`config.mk`:
```
export PLATFORM = sky130hd
export DESIGN_NAME = pwm_deadtime
export DESIGN_NICKNAME = d
export VERILOG_FILES = /design/src/rtl/pwm_deadtime.sv
export SDC_FILE = /design/constraint.sdc
export NUM_CORES = 1
export LEC_CHECK = 0
export BUFFER_PORTS_ARGS = -buffer_cell sky130_fd_sc_hd__buf_4
export CAP_MARGIN = 25
export CELL_PAD_IN_SITES_DETAIL_PLACEMENT = 0
export CELL_PAD_IN_SITES_GLOBAL_PLACEMENT = 1
export CORE_MARGIN = 2
export CORE_UTILIZATION = 35
export DETAILED_ROUTE_END_ITERATION = 7
export HOLD_SLACK_MARGIN = 0.06
export PLACE_DENSITY = 0.79
export SYNTH_ARGS = -nofsm -noshare
export SYNTH_HDL_FRONTEND = slang
export SYNTH_SLANG_ARGS = --single-unit
```
`constraint.sdc`:
```
create_clock -name CLK -period 1.8 [get_ports CLK]
set_input_delay 0.09 -clock CLK [delete_from_list [all_inputs] [get_ports CLK]]
set_output_delay 0.09 -clock CLK [all_outputs]
set_load 0.05 [all_outputs]
```
`src/rtl/pwm_deadtime.sv`:
```
// Complementary dead-time inserter for one PWM channel.
// Turns PWM_IN into high/low gate drives that are never active together,
// with a programmable dead interval on each edge and a latched fault stop.
//
// state    | meaning
// ---------+-----------------------------------------------------------
// S_OFF    | channel disabled or just released from fault, both off
// S_LOW    | low-side drive active
// S_DT_LH  | dead interval before the high side turns on
// S_HIGH   | high-side drive active
// S_DT_HL  | dead interval before the low side turns on
// S_FAULT  | latched fault, both off until FAULT_CLR with FAULT low
module pwm_deadtime #(
  parameter int P_DT_BITWIDTH = 8
) (
  input  logic                     CLK,
  input  logic                     RST,
  input  logic                     PWM_IN,
  input  logic                     EN,
  input  logic [P_DT_BITWIDTH-1:0] DT_RISE,
  input  logic [P_DT_BITWIDTH-1:0] DT_FALL,
  input  logic                     POL_H,
  input  logic                     POL_L,
  input  logic                     FAULT,
  input  logic                     FAULT_CLR,
  output logic                     PWM_H,
  output logic                     PWM_L,
  output logic                     FAULT_ACT,
  output logic                     DT_BUSY
);

  typedef enum logic [2:0] {
    S_OFF   = 3'd0,
    S_LOW   = 3'd1,
    S_DT_LH = 3'd2,
    S_HIGH  = 3'd3,
    S_DT_HL = 3'd4,
    S_FAULT = 3'd5
  } state_t;

  localparam logic [P_DT_BITWIDTH-1:0] CNT_ZERO = '0;
  localparam logic [P_DT_BITWIDTH-1:0] CNT_ONE  = {{(P_DT_BITWIDTH-1){1'b0}}, 1'b1};

  state_t                     state_q, state_d;
  logic [P_DT_BITWIDTH-1:0]   cnt_q, cnt_d;
  logic                       h_act, l_act;

  // State and dead-time counter registers with synchronous reset.
  always_ff @(posedge CLK) begin
    if (RST) begin
      state_q <= S_OFF;
      cnt_q   <= CNT_ZERO;
    end else begin
      state_q <= state_d;
      cnt_q   <= cnt_d;
    end
  end

  // Next-state logic: fault beats disable, disable beats normal switching.
  // A zero dead time skips the dead state so the counter never sees a 0 load.
  always_comb begin
    state_d = state_q;
    cnt_d   = cnt_q;
    if (FAULT) begin
      state_d = S_FAULT;
      cnt_d   = CNT_ZERO;
    end else if (!EN && state_q != S_FAULT) begin
      state_d = S_OFF;
      cnt_d   = CNT_ZERO;
    end else begin
      case (state_q)
        S_OFF, S_LOW: begin
          if (PWM_IN) begin
            if (DT_RISE == CNT_ZERO) begin
              state_d = S_HIGH;
              cnt_d   = CNT_ZERO;
            end else begin
              state_d = S_DT_LH;
              cnt_d   = DT_RISE;
            end
          end else begin
            state_d = S_LOW;
          end
        end
        S_DT_LH: begin
          if (!PWM_IN) begin
            state_d = S_LOW;
            cnt_d   = CNT_ZERO;
          end else if (cnt_q == CNT_ONE) begin
            state_d = S_HIGH;
            cnt_d   = CNT_ZERO;
          end else begin
            cnt_d = cnt_q - CNT_ONE;
          end
        end
        S_HIGH: begin
          if (!PWM_IN) begin
            if (DT_FALL == CNT_ZERO) begin
              state_d = S_LOW;
              cnt_d   = CNT_ZERO;
            end else begin
              state_d = S_DT_HL;
              cnt_d   = DT_FALL;
            end
          end
        end
        S_DT_HL: begin
          if (PWM_IN) begin
            state_d = S_HIGH;
            cnt_d   = CNT_ZERO;
          end else if (cnt_q == CNT_ONE) begin
            state_d = S_LOW;
            cnt_d   = CNT_ZERO;
          end else begin
            cnt_d = cnt_q - CNT_ONE;
          end
        end
        S_FAULT: begin
          if (FAULT_CLR) begin
            state_d = S_OFF;
            cnt_d   = CNT_ZERO;
          end
        end
        default: begin
          state_d = S_OFF;
          cnt_d   = CNT_ZERO;
        end
      endcase
    end
  end

  // Moore output decode; polarity applied after the state decode.
  always_comb begin
    h_act     = (state_q == S_HIGH);
    l_act     = (state_q == S_LOW);
    PWM_H     = h_act ^ POL_H;
    PWM_L     = l_act ^ POL_L;
    FAULT_ACT = (state_q == S_FAULT);
    DT_BUSY   = (state_q == S_DT_LH) || (state_q == S_DT_HL);
  end

  // Shoot-through guard: both drives active at once is a design error.
  always_ff @(posedge CLK) begin
    if (!RST) begin
      assert (!(h_act && l_act));
    end
  end

endmodule
```
* Word level (Yosys, flattened, before mapping)
Index checks and enable logic that the tools add are counted.
Operators by class: add/sub/neg operators 1, reduce and logical (&&, ||, !) cells 11, equal/unequal tests 16, multiplexer cells 21, bitwise logic cells 2
Operators with widths (number):
- 8-bit two-way mux | 8
- 8-bit case mux with 5 select lines | 1
- 3-bit two-way mux | 10
- 8-bit zero test | 2
- 3-bit case mux with 5 select lines | 1
- 5-bit inequality test (second input constant) | 2
- 3-bit inequality test (second input constant) | 3
- 8-bit by 1-bit equality test with 1-bit output (second input constant) | 1
- 4-bit by 3-bit inequality test with 1-bit output (second input constant) | 2
- 4-bit AND reduction | 2
- 8-bit by 1-bit subtractor with 8-bit output (second input constant) | 1
- 3-bit by 2-bit equality test with 1-bit output (second input constant) | 2
- 3-bit equality test (second input constant) | 2
- 2-bit inequality test (second input constant) | 3
- 3-bit by 1-bit equality test with 1-bit output (second input constant) | 1
- 3-bit zero test | 1
- 3-bit AND reduction | 1
- 3-bit OR reduction | 1
- 2-bit OR reduction | 1
- 1-bit bitwise XOR | 2
- 1-bit logical AND | 1
- 1-bit zero test | 1
- 1-bit logical OR | 1
- 1-bit two-way mux | 1
Word-level totals: word-level logic and storage cells 54, bits of input ports 24, flip-flop bits (word level) 11

* Depth between registers and ports, before layout
depth after elaboration 6, mapped depth 7

* Least setup slack after synthesis
OpenSTA, ideal clock, no wires.
path type flip-flop to output port, start reg state_q[1], end out PWM_H, stages on the path, launching flop included 6, data arrival time 1.700 ns, slack 0.010 ns, cells stage by stage dfxtp_1 > buf_6 > buf_2 > nor2b_1 > nand2_1 > xnor2_1
On the way: cells in the longest elaborated chain, start to end 2
Ends and longest elaborated chain:
- from (decl) | line 44 | state_t state_q, state_d;
- from (signal assigned) | line 54 | state_q <= state_d;
- 3-bit by 2-bit equality test with 1-bit output | line 134 | h_act = (state_q == S_HIGH);
- 1-bit bitwise XOR | line 136 | PWM_H = h_act ^ POL_H;
- to (decl) | line 26 | output logic PWM_H,
Every way passes these cells.

* Worst setup path in the final report
Same ends and word-level chain as after synthesis.

==> results.py <==
metrics = {
    "synthesis": {
        "synth_top_cell_by_area": "dfxtp_1",
        "synth_area_leaders": "dfxtp_1 22%, a21oi_1 7.1%, nor2_1 5.3%",
        "synth_top_cell_area_share": 0.224,
        "synth_edf_count": 0,
        "synth_cells": 128,
        "ys_types": 48,
        "ys_warn_count": 0,
        "ys_seq_area_frac": 0.224,
        "ys.flop_type": "dfxtp_1",
        "synth-seq-cells": 11,
        "synth-async-reset-ratio": 0,
        "syn_avg_cell_area_um2": 7.69,
        "syn-cell-area_um2": 985,
        "syn-num-nets": 154,
    },
    "final_layout": {
        "antenna_cells": 0,
        "synthToLayoutAreaGrowth_pct": 29.1,
        "final_layout_size_suffix_gt1_frac": 0.300,
        "finish.net_count": 187,
        "finalInstanceArea_um2": 1270,
    },
    "critical_path": {
        "start_kind": "flop",
        "cp-end-kind": "output pin",
        "r2r_slack_ns": 0.21,
        "worstPathRequired_ns": 1.71,
        "crit_arrival_ns": 1.60,
        "path_max_fanout": 13,
        "path_depth": 5,
        "critical-path-max-stage-delay_ns": 0.47,
        "r2r_cells": 5,
        "slowest_stage": "dfxtp_2",
        "critical-path-top-delay-family": "flip-flops",
        "crit_chain": "buf_4 -> nor2b_1 -> nand2_1 -> xnor2_1 -> buf_4",
        "regToRegStartpoint": "state_q[2]$_SDFFE_PP0P_",
        "cp_num_buf_inv": 2,
        "r2r_end": "state_q[2]$_SDFFE_PP0P_",
        "critical_path_class": "reg -> out",
        "cpMostUsedCell": "buf_4",
    },
    "routing": {
        "viasPerCell": 5.44,
        "routed_wl_um": 2720,
        "drt_iter0_drc": 24,
        "post_drt_wl_per_cell_um": 14.2,
        "drt_first_pass_iters": 4,
        "ant_nets": 0,
        "num_vias": 1039,
        "drc_errors": 0,
    },
    "min_path": {
        "worstHoldPathType": "in -> reg",
        "hold_depth": 3,
        "min_to": "state_q[1]$_SDFFE_PP0P_",
        "holdCritStartpoint": "PWM_IN",
    },
    "place": {
        "gp_congestion": 0.836,
        "pre_cts_slack_ns": 0.123,
        "hpwlAfterDp_um": 2270,
        "io_buffers": 27,
        "place_area_um2": 1230,
    },
    "power": {
        "worst_ir_drop_vdd_uv": 359,
        "swShare": 0.337,
        "p_seq_frac": 0.397,
        "power_switching_uw": 231,
        "clockPowerShare": 0.257,
        "p_leak_nw": 0.518,
        "combPwrFrac": 0.347,
        "p_per_area_nw_per_um2": 540,
        "p_int_uw": 455,
    },
    "clock_network": {
        "clock-root-buffer": "clkbuf_4",
        "htree_num_levels": 1,
        "clk_pin_slew_ns": 0.08,
        "cts_tree": "yes",
        "cts_buffers": 3,
        "cts_setup_buffers": 0,
        "clockBufferDepth": 2,
        "clock_latency_ns": 0.28,
        "clock-sinks": 11,
    },
    "timing": {
        "slew_headroom": 0.699,
        "final_hold_viol_count": 0,
        "fin_crit_ns": 1.69,
        "worst_pin_slew_ns": 0.447,
        "fin_tns_setup_ns": 0,
        "drv_slew": 0,
        "timing.final.crit_share": 0.938,
        "rsz0062_at_grt": "no",
        "clock_skew_ns": 0.00852,
        "max_freq_ghz": 0.593,
        "setup_viol": 0,
        "worst_slack_ns": 0.112,
    },
    "die": {
        "initial_core_util": 0.363,
        "ios": 28,
        "fp.dieH_um": 57.0,
        "core_area_um2": 2710,
        "die_area_um2": 3250,
        "die-width_um": 57.0,
        "placement_rows": 19,
    },
    "global_routing": {
        "grt_pass1_wl_um": 4700,
        "track_usage": 0.182,
        "grt_pass1_vias": 1098,
        "grt_max_degree": 14,
        "antenna_found_initial": 0,
        "overflow": 0,
    },
    "run": {
        "max_cap_viol_count": 0,
    },
    "outcome": {
        "status": "finished, final reports clean",
    },
}
-- through the flow --
step	power, mW	cells	hold slack [ns]	utilization
after floorplan	0.424	128	0.206	-
after global placement	0.511	186	0.331	0.453
after detailed placement	0.512	186	0.329	0.453
after CTS	0.689	191	0.0646	0.467
after global routing	0.725	191	0.0917	0.469
final	0.687	191	0.0678	0.469
-- worst max-delay path by stage --
stage	start	end	slack (ns)
after floorplan	state_q[1]$_SDFFE_PP0P_	PWM_H	0.01
after global placement	state_q[2]$_SDFFE_PP0P_	state_q[2]$_SDFFE_PP0P_	0.12
after detailed placement	state_q[2]$_SDFFE_PP0P_	cnt_q[2]$_SDFFE_PP0P_	0.12
after CTS	state_q[2]$_SDFFE_PP0P_	cnt_q[2]$_SDFFE_PP0P_	0.08
after global routing	state_q[1]$_SDFFE_PP0P_	PWM_H	0.003
final	state_q[1]$_SDFFE_PP0P_	PWM_H	0.11
-- final cells by class --
| type | count | area (um2) |
|---|---|---|
| inverters | 2 | 7.51 |
| repair buffers | 34 | 258 |
| fillers | 273 | 1440 |
| flip-flops and latches | 11 | 223 |
| clock buffers | 4 | 26.3 |
| multi-input cells | 109 | 718 |
| well taps | 31 | 38.8 |
-- synthesized netlist by cell type, types with 2 or more instances --
cell	number
buf_6	2
nor2b_1	8
a22oi_1	3
inv_1	2
a21boi_0	2
xor2_1	2
nand2_1	12
o21ai_0	9
nor3_1	3
dfxtp_1	11
nor4_1	2
xnor2_1	4
nor2_1	14
buf_2	2
or4_1	2
nor3b_1	2
a2bb2oi_1	3
ha_1	2
a21oi_1	14
-- cells by family after synthesis --
| logic type | Yosys count | synth area share |
|---|---|---|
| DFF | 11 | 0.224 |
| and+or+nand+nor | 58 | 0.343 |
| xor gates and xnor gates | 6 | 0.0534 |
| adders and majority gates | 2 | 0.0254 |
| buffers and inverters | 8 | 0.0521 |
| AOI/OAI and AO/OA | 43 | 0.302 |
-- power by group through the flow --
stage / clock (mW) / combinational (mW) / sequential [mW]
2_1_floorplan: 0 / 0.158 / 0.266
3_3_place_gp: 0 / 0.234 / 0.276
3_5_place_dp: 0 / 0.236 / 0.277
4_1_cts: 0.179 / 0.239 / 0.271
5_1_grt: 0.189 / 0.261 / 0.274
6_report: 0.176 / 0.238 / 0.272
-- placed cells by master, fill, tap and decap left out, types with 2 or more instances in the layout --
cell type	n
or4_1	2
nor3b_2	2
clkbuf_4	3
xor2_1	2
nor2_1	14
dfxtp_1	9
nor3_1	3
nand2_1	12
a21boi_0	2
nor2b_1	8
ha_1	2
buf_4	33
xnor2_1	4
a22oi_1	3
o21ai_0	9
nor4_1	2
dfxtp_2	2
a21oi_1	14
a2bb2oi_1	3
inv_1	2
-- what timing repair did --
action | 4_1_cts | 5_1_grt
hold endpoints to repair | 1 | 0
gates resized for setup | 1 | 2
hold buffers | 1 | 0
pin swaps | 0 | 1
setup endpoints to repair | 1 | 7
-- worst register-to-register path: cells and delay by family (launching register included) --
kind / cells / cell delay, ns
AOI/OAI and AO/OA: 3 / 0.57
and+or+nand+nor: 2 / 0.50
DFF: 1 / 0.43
-- registers in the layout, indices dropped and copies added, names as in the netlist --
name,count
cnt_q,8
state_q,3
-- metal layers --
| layer | up-vias | track usage | wire length [um] |
|---|---|---|---|
| met5 | - | 0 | 0 |
| met4 | 0 | 0.0864 | 51 |
| met3 | 5 | 0.0159 | 105 |
| met2 | 24 | 0.325 | 1390 |
| met1 | 479 | 0.220 | 1180 |
| li1 | 531 | - | - |
No activity file was read; power rests on OpenSTA's default activity.
